`config.mk`:
```
export PLATFORM = sky130hd
export DESIGN_NAME = rshift_deser
export DESIGN_NICKNAME = d
export VERILOG_FILES = /design/src/rtl/rshift_deser.sv
export SDC_FILE = /design/constraint.sdc
export NUM_CORES = 1
export LEC_CHECK = 0
export ABC_AREA = 1
export BUFFER_PORTS_ARGS = -buffer_cell sky130_fd_sc_hd__buf_2
export CAP_MARGIN = 20
export CORE_MARGIN = 3
export CORE_UTILIZATION = 45
export CTS_CLUSTER_DIAMETER = 30
export DETAILED_ROUTE_END_ITERATION = 8
export PLACE_DENSITY = 0.72
export SYNTH_ARGS = -nofsm -noshare
export SYNTH_HDL_FRONTEND = slang
export SYNTH_SLANG_ARGS = --single-unit
```
`constraint.sdc`:
```
create_clock -name clk -period 1.9 [get_ports clk]
set_clock_uncertainty 0.1 [all_clocks]
set_input_delay 0.38 -clock clk [delete_from_list [all_inputs] [get_ports clk]]
set_output_delay 0.38 -clock clk [all_outputs]
set_load 0.005 [all_outputs]
```
`src/rtl/rshift_deser.sv`:
```
// rshift_deser: LSB-first serial-in, parallel-out deserializer.
// A one-entry holding register presents words on a ready/valid port.
module rshift_deser #(
    parameter int WIDTH = 8,
    localparam int CW = $clog2(WIDTH + 1)
) (
    input  logic             clk,
    input  logic             rst,
    input  logic             sin,
    input  logic             sin_en,
    input  logic             clr,
    output logic [WIDTH-1:0] par_out,
    output logic             par_valid,
    input  logic             par_ready,
    output logic             overrun,
    output logic [CW-1:0]    bit_cnt
);

    logic [WIDTH-1:0] r_sr;
    logic [CW-1:0]    r_cnt;
    logic [WIDTH-1:0] r_hold;
    logic             r_valid;
    logic             r_ovr;

    logic             w_full;
    logic             w_xfer;
    logic             w_consume;
    logic [WIDTH-1:0] w_shift;

    assign w_full    = (r_cnt == CW'(WIDTH));
    // The holding register is free when empty or being drained this edge.
    assign w_xfer    = !clr && w_full && (!r_valid || par_ready);
    assign w_consume = r_valid && par_ready;
    assign w_shift   = {sin, r_sr[WIDTH-1:1]};

    // Shift register, bit counter and sticky overrun flag.
    always_ff @(posedge clk or posedge rst) begin
        if (rst) begin
            r_sr  <= '0;
            r_cnt <= '0;
            r_ovr <= 1'b0;
        end else if (clr) begin
            r_sr  <= '0;
            r_cnt <= '0;
            r_ovr <= 1'b0;
        end else if (w_xfer) begin
            // The emptied register takes this cycle's bit, so no bubble.
            if (sin_en) begin
                r_sr  <= w_shift;
                r_cnt <= CW'(1);
            end else begin
                r_cnt <= '0;
            end
        end else if (w_full) begin
            if (sin_en) begin
                r_ovr <= 1'b1;
            end
        end else if (sin_en) begin
            r_sr  <= w_shift;
            r_cnt <= r_cnt + CW'(1);
        end
    end

    // Holding register and valid flag; a consume and a reload may coincide.
    always_ff @(posedge clk or posedge rst) begin
        if (rst) begin
            r_hold  <= '0;
            r_valid <= 1'b0;
        end else if (w_xfer) begin
            r_hold  <= r_sr;
            r_valid <= 1'b1;
        end else if (w_consume) begin
            r_valid <= 1'b0;
        end
    end

    assign par_out   = r_hold;
    assign par_valid = r_valid;
    assign overrun   = r_ovr;
    assign bit_cnt   = r_cnt;

endmodule

```
== Word level (Yosys, flattened, before mapping) ==
Index checks and enable logic that the tools add are counted.
Storage, ports and cells
  register bits: 22
  bits of input ports: 6
  output and inout port bits: 14
  logic and storage cells: 36
Cells by class
  add/subtract/negate cells: 1
  equal/unequal tests: 3
  muxes and demuxes: 15
  reduce and logical (&&, ||, !) cells: 12
Operators by type and width (number)
  2-to-1 mux 8 bit: 4
  2-to-1 mux 4 bit: 4
  2-to-1 mux 1 bit: 7
  nonzero test 2 bit: 3
  adder 4 x 1 -> 4 bit (second input constant): 1
  equality test 4 bit (second input constant): 1
  logical AND 1 bit: 3
  inequality test 3 x 2 -> 1 bit (second input constant): 1
  AND reduction 3 bit: 1
  nonzero test 3 bit: 1
  zero test 1 bit: 2
  inequality test 2 bit (second input constant): 1
  AND reduction 2 bit: 1
  logical OR 1 bit: 1

== Longest topological paths before layout ==
  word-level depth: 5
  gate-level depth with buffers: 10
  depth with buffers taken out: 10

== Worst setup path before layout ==
Ideal clock, no wire load.
  path type: register to register
  start point: register r_cnt[0], in the netlist bit_cnt[0]
  end point: register r_sr[0]
  library setup time: 0.117 ns
  data arrival time: 1.282 ns
  data required time: 1.683 ns
  slack: 0.401 ns
  stages on the path, launching flop included: 11
  path buffers: 1
  clock period less this slack: 1.499 ns
  cell sequence: dfrtp_1 -> inv_1 -> ha_1 -> inv_1 -> nor2_2 -> nand2_2 -> nand2_4 -> nand2_4 -> buf_8 -> nand3_2 -> o21ai_2
On the way
  word-level cells in the longest chain between the ends: 5
  elaborated cells on any way between the ends: 6
  classes of those cells: eq/ne (2); mux (2); reduce/logical (2)
RTL lines
  from (decl): RTL line 20  | logic [CW-1:0] r_cnt;
  from (signal assigned): RTL line 60  | r_cnt <= r_cnt + CW'(1);
  equality test 4 bit (*): RTL line 30  | assign w_full = (r_cnt == CW'(WIDTH));
  logical AND 1 bit (2 in series): RTL line 32  | assign w_xfer = !clr && w_full && (!r_valid || par_ready);
  2-to-1 mux 8 bit: RTL line 46  | end else if (w_xfer) begin
  2-to-1 mux 8 bit: RTL line 42  | end else if (clr) begin
  to (signal assigned): RTL line 49  | r_sr <= w_shift;
  to (signal assigned): RTL line 59  | r_sr <= w_shift;
  to (decl): RTL line 19  | logic [WIDTH-1:0] r_sr;
Every way passes the cells marked *; elsewhere a longest branch is shown, timed or not.
A chain may end at the register's enable or synchronous reset.

== Worst setup path after layout ==
  start point: register r_cnt[0], in the netlist bit_cnt[0]
  end point: register r_cnt[1], in the netlist bit_cnt[1]
On the way
  word-level cells in the longest chain between the ends: 5
  elaborated cells on any way between the ends: 11
  classes of those cells: add/sub (1); eq/ne (2); mux (4); reduce/logical (4)
RTL lines (RTL line)
  adder 4 x 1 -> 4 bit / equality test 4 bit (equally long branches): 60, 30
  2-to-1 mux 4 bit / logical AND 1 bit (equally long branches): 58, 32
  2-to-1 mux 4 bit / logical AND 1 bit (equally long branches): 54, 32
  2-to-1 mux 4 bit, or another cell as far along: 46
  2-to-1 mux 4 bit / AND reduction 2 bit (equally long branches)
Several ways; a longest one is shown, not always the timed one. The select of a mux whose other input is x is not followed.

==> metrics.cfg <==
[worst_setup_path]
max_stage_delay_ns = 0.45
worstSetupEndpointType = flop
startpoint_type = flop
crit_type = reg2reg
critPathSlowestCell = dfrtp_1
cp_data_arrival_time_ns = 1.72
critPathMostFrequentCell = inv_1
path_cells = inv_1, ha_1, inv_1, nor2_2, nand3_2, nand2_1, inv_1, nand2_1, o21ai_0
crit_required_ns = 1.98
cp_max_fo = 11

[sta]
rsz0062_at_grt = false
fmax_ghz = 0.610
slew_violations = 0
period_share_pct = 86.3
setup_viol = 0
hold_violations = 0
fin_setup_tns_ns = 0
tightest_slew_ns = 0.275
relSlewSlack_pct = 81.6
period_needed_ns = 1.64

[detailed_routing]
antenna_left = 0
firstDrtPassIters = 4
vias = 780
drc = 0
dr.first_iter.drc_count = 13
drt-vias-per-instance = 4.81
wl_per_cell_um = 11.2
wirelength_mm = 1.81

[clocking]
cts-root-buf = clkbuf_4
ctsResizeCount = 0
clk_pin_slew_ns = 0.10
cts.sinks = 22
clock_path_buffers = 2
cts-htree-levels = 1
cts_buffers = 3
cts_tree = done
cts_setup_buffers = 0
clk_latency_ns = 0.29

[floorplan]
die_h_um = 54.4
core_sq_um = 2080
start_util_pct = 50.7
die_area_sq_um = 2960
rows = 16
io_pins = 20
fp.dieW_um = 54.4

[placed_design]
io_buffers = 19
dp_hpwl_mm = 1.34
dpl-instance-area_sq_um = 1170
gp_congestion = 0.745
place_inst = 158

[grt]
grt_max_degree = 23
grt_usage_pct = 14.7
overflow = 0
grt_pass1_vias = 738
top_usage_layer = met2
antenna_found_initial = 0
grt_use_met3_pct = 2.45
met2_usage_pct = 22.3
use_met1_pct = 20.1
grt_first_pass_wirelength_mm = 3.11

[synthesis]
synth.most_common_cell = nand2_1
ys_seq_area_share_pct = 52.2
syn-mean-instance-area_sq_um = 9.33
synthArstFlopShare_pct = 100
ys_types = 20
synthCells = 113
syn_nets = 121
syn_area_sq_um = 1050
synth.top_cells.by_count = nand2_1 (26), dfrtp_1 (22), inv_1 (15), nand3_1 (9), o21ai_0 (8)
synth-edff-count = 0
ys.flop_type = dfrtp_1
yosysWarnings = 0
netlist.area_leader.share_pct = 52.2
synth-seq-cells = 22
synth_top_area_cell = dfrtp_1
synth_top_cells_by_area = dfrtp_1 (52%), nand2_1 (9.3%), inv_1 (5.3%)

[cells_and_area]
fin_cells = 162
synthToLayoutAreaGrowth_pct = 14.0
nNetsFinal = 145
diodes = 0
n_fill_cell = 186
design_area_sq_um = 1200
drive_above_1_share_pct = 33.3

[worst_hold_path]
hold_class = in2reg

[status]
status = complete, no violations

[run]
drv_cap = 0

[pwr]
power.density_nw_per_um2 = 662
power.leakage_uw = 0.000654
ir_worst_vdd_mv = 0.354

## cells by family after synthesis
| logic type | count (synthesis) | synth area share (%) |
|---|---|---|
| and+or+nand+nor | 48 | 24.0 |
| AOI/OAI and AO/OA | 20 | 12.0 |
| adders and majority gates | 2 | 2.37 |
| buffers and inverters | 21 | 9.49 |
| DFF | 22 | 52.2 |
## state kept, by name, summed over array words and instances (netlist names)
| register | flops |
|---|---|
| r_sr | 8 |
| overrun | 1 |
| par_valid | 1 |
| bit_cnt | 4 |
| par_out | 8 |
## what timing repair did
| action | 4_1_cts | 5_1_grt |
|---|---|---|
| hold buffers | 1 | 0 |
| setup endpoints to repair | 0 | 0 |
| hold endpoints to repair | 22 | 0 |
## cell usage in the layout (no fill, tap or decap), drive strengths merged
cell         netlist  final
a21oi              3      3
buf                4     22
clkbuf             0      3
dfrtp             22     22
dlygate4sd3        0      1
ha                 2      2
inv               17     17
nand2             31     31
nand3             14     14
nand4              1      1
nor2               2      2
o21ai             15     15
o22ai              1      1
o31ai              1      1
## where the power goes
part | leakage, uW | switching [uW] | internal [uW]
Clock | 0.0000138 | 123 | 73.8
Combinational | 0.000338 | 58.1 | 38.2
Sequential | 0.000303 | 19.1 | 484
## final cells by class
| cell class | count | area [sq um] | area share, % |
|---|---|---|---|
| multi-input cells | 70 | 404 | 33.6 |
| well taps | 27 | 33.8 | 2.81 |
| flip-flops and latches | 22 | 551 | 45.8 |
| repair buffers | 23 | 128 | 10.6 |
| clock buffers | 3 | 22.5 | 1.87 |
| inverters | 17 | 63.8 | 5.31 |
## layer usage
layer / up-vias / wire [um] / part of all wire, %
li1: 407 / - / -
met1: 354 / 935 / 52
met2: 15 / 765 / 42
met3: 4 / 78 / 4.3
met4: 0 / 28 / 1.5
met5: - / 0 / 0
## worst paths after layout
kind	endpoint	start	slack (ns)	cells after the start
min reg2reg	par_out[5]	par_out[5]	0.39	2
max reg2reg	bit_cnt[1]	bit_cnt[0]	0.26	9
min	r_sr[7]	sin	0.22	3
max in group asynchronous	bit_cnt[1]	rst	0.94	4
max	bit_cnt[1]	bit_cnt[0]	0.26	9
min in group asynchronous	r_sr[2]	rst	0.54	4
## worst max-delay path: cells and delay by family, from the launching register on
family	cells	cell delay (ns)
simple gates	4	0.56
fa+ha+maj	1	0.14
buf+inv	3	0.22
compound gates	1	0.07
flops	1	0.45
## per-stage QoR
stage                     hold slack, ns  util, %  setup slack [ns]  total power [uW]
after CTS                          0.205     57.8             0.262               811
after global placement             0.323     56.2             0.350               604
final                              0.217     57.8             0.261               797
after floorplan                    0.269        -             0.401               573
after detailed placement           0.325     56.2             0.263               608
after global routing               0.215     57.8            0.0797               837
No activity file was read; power rests on OpenSTA's default activity.
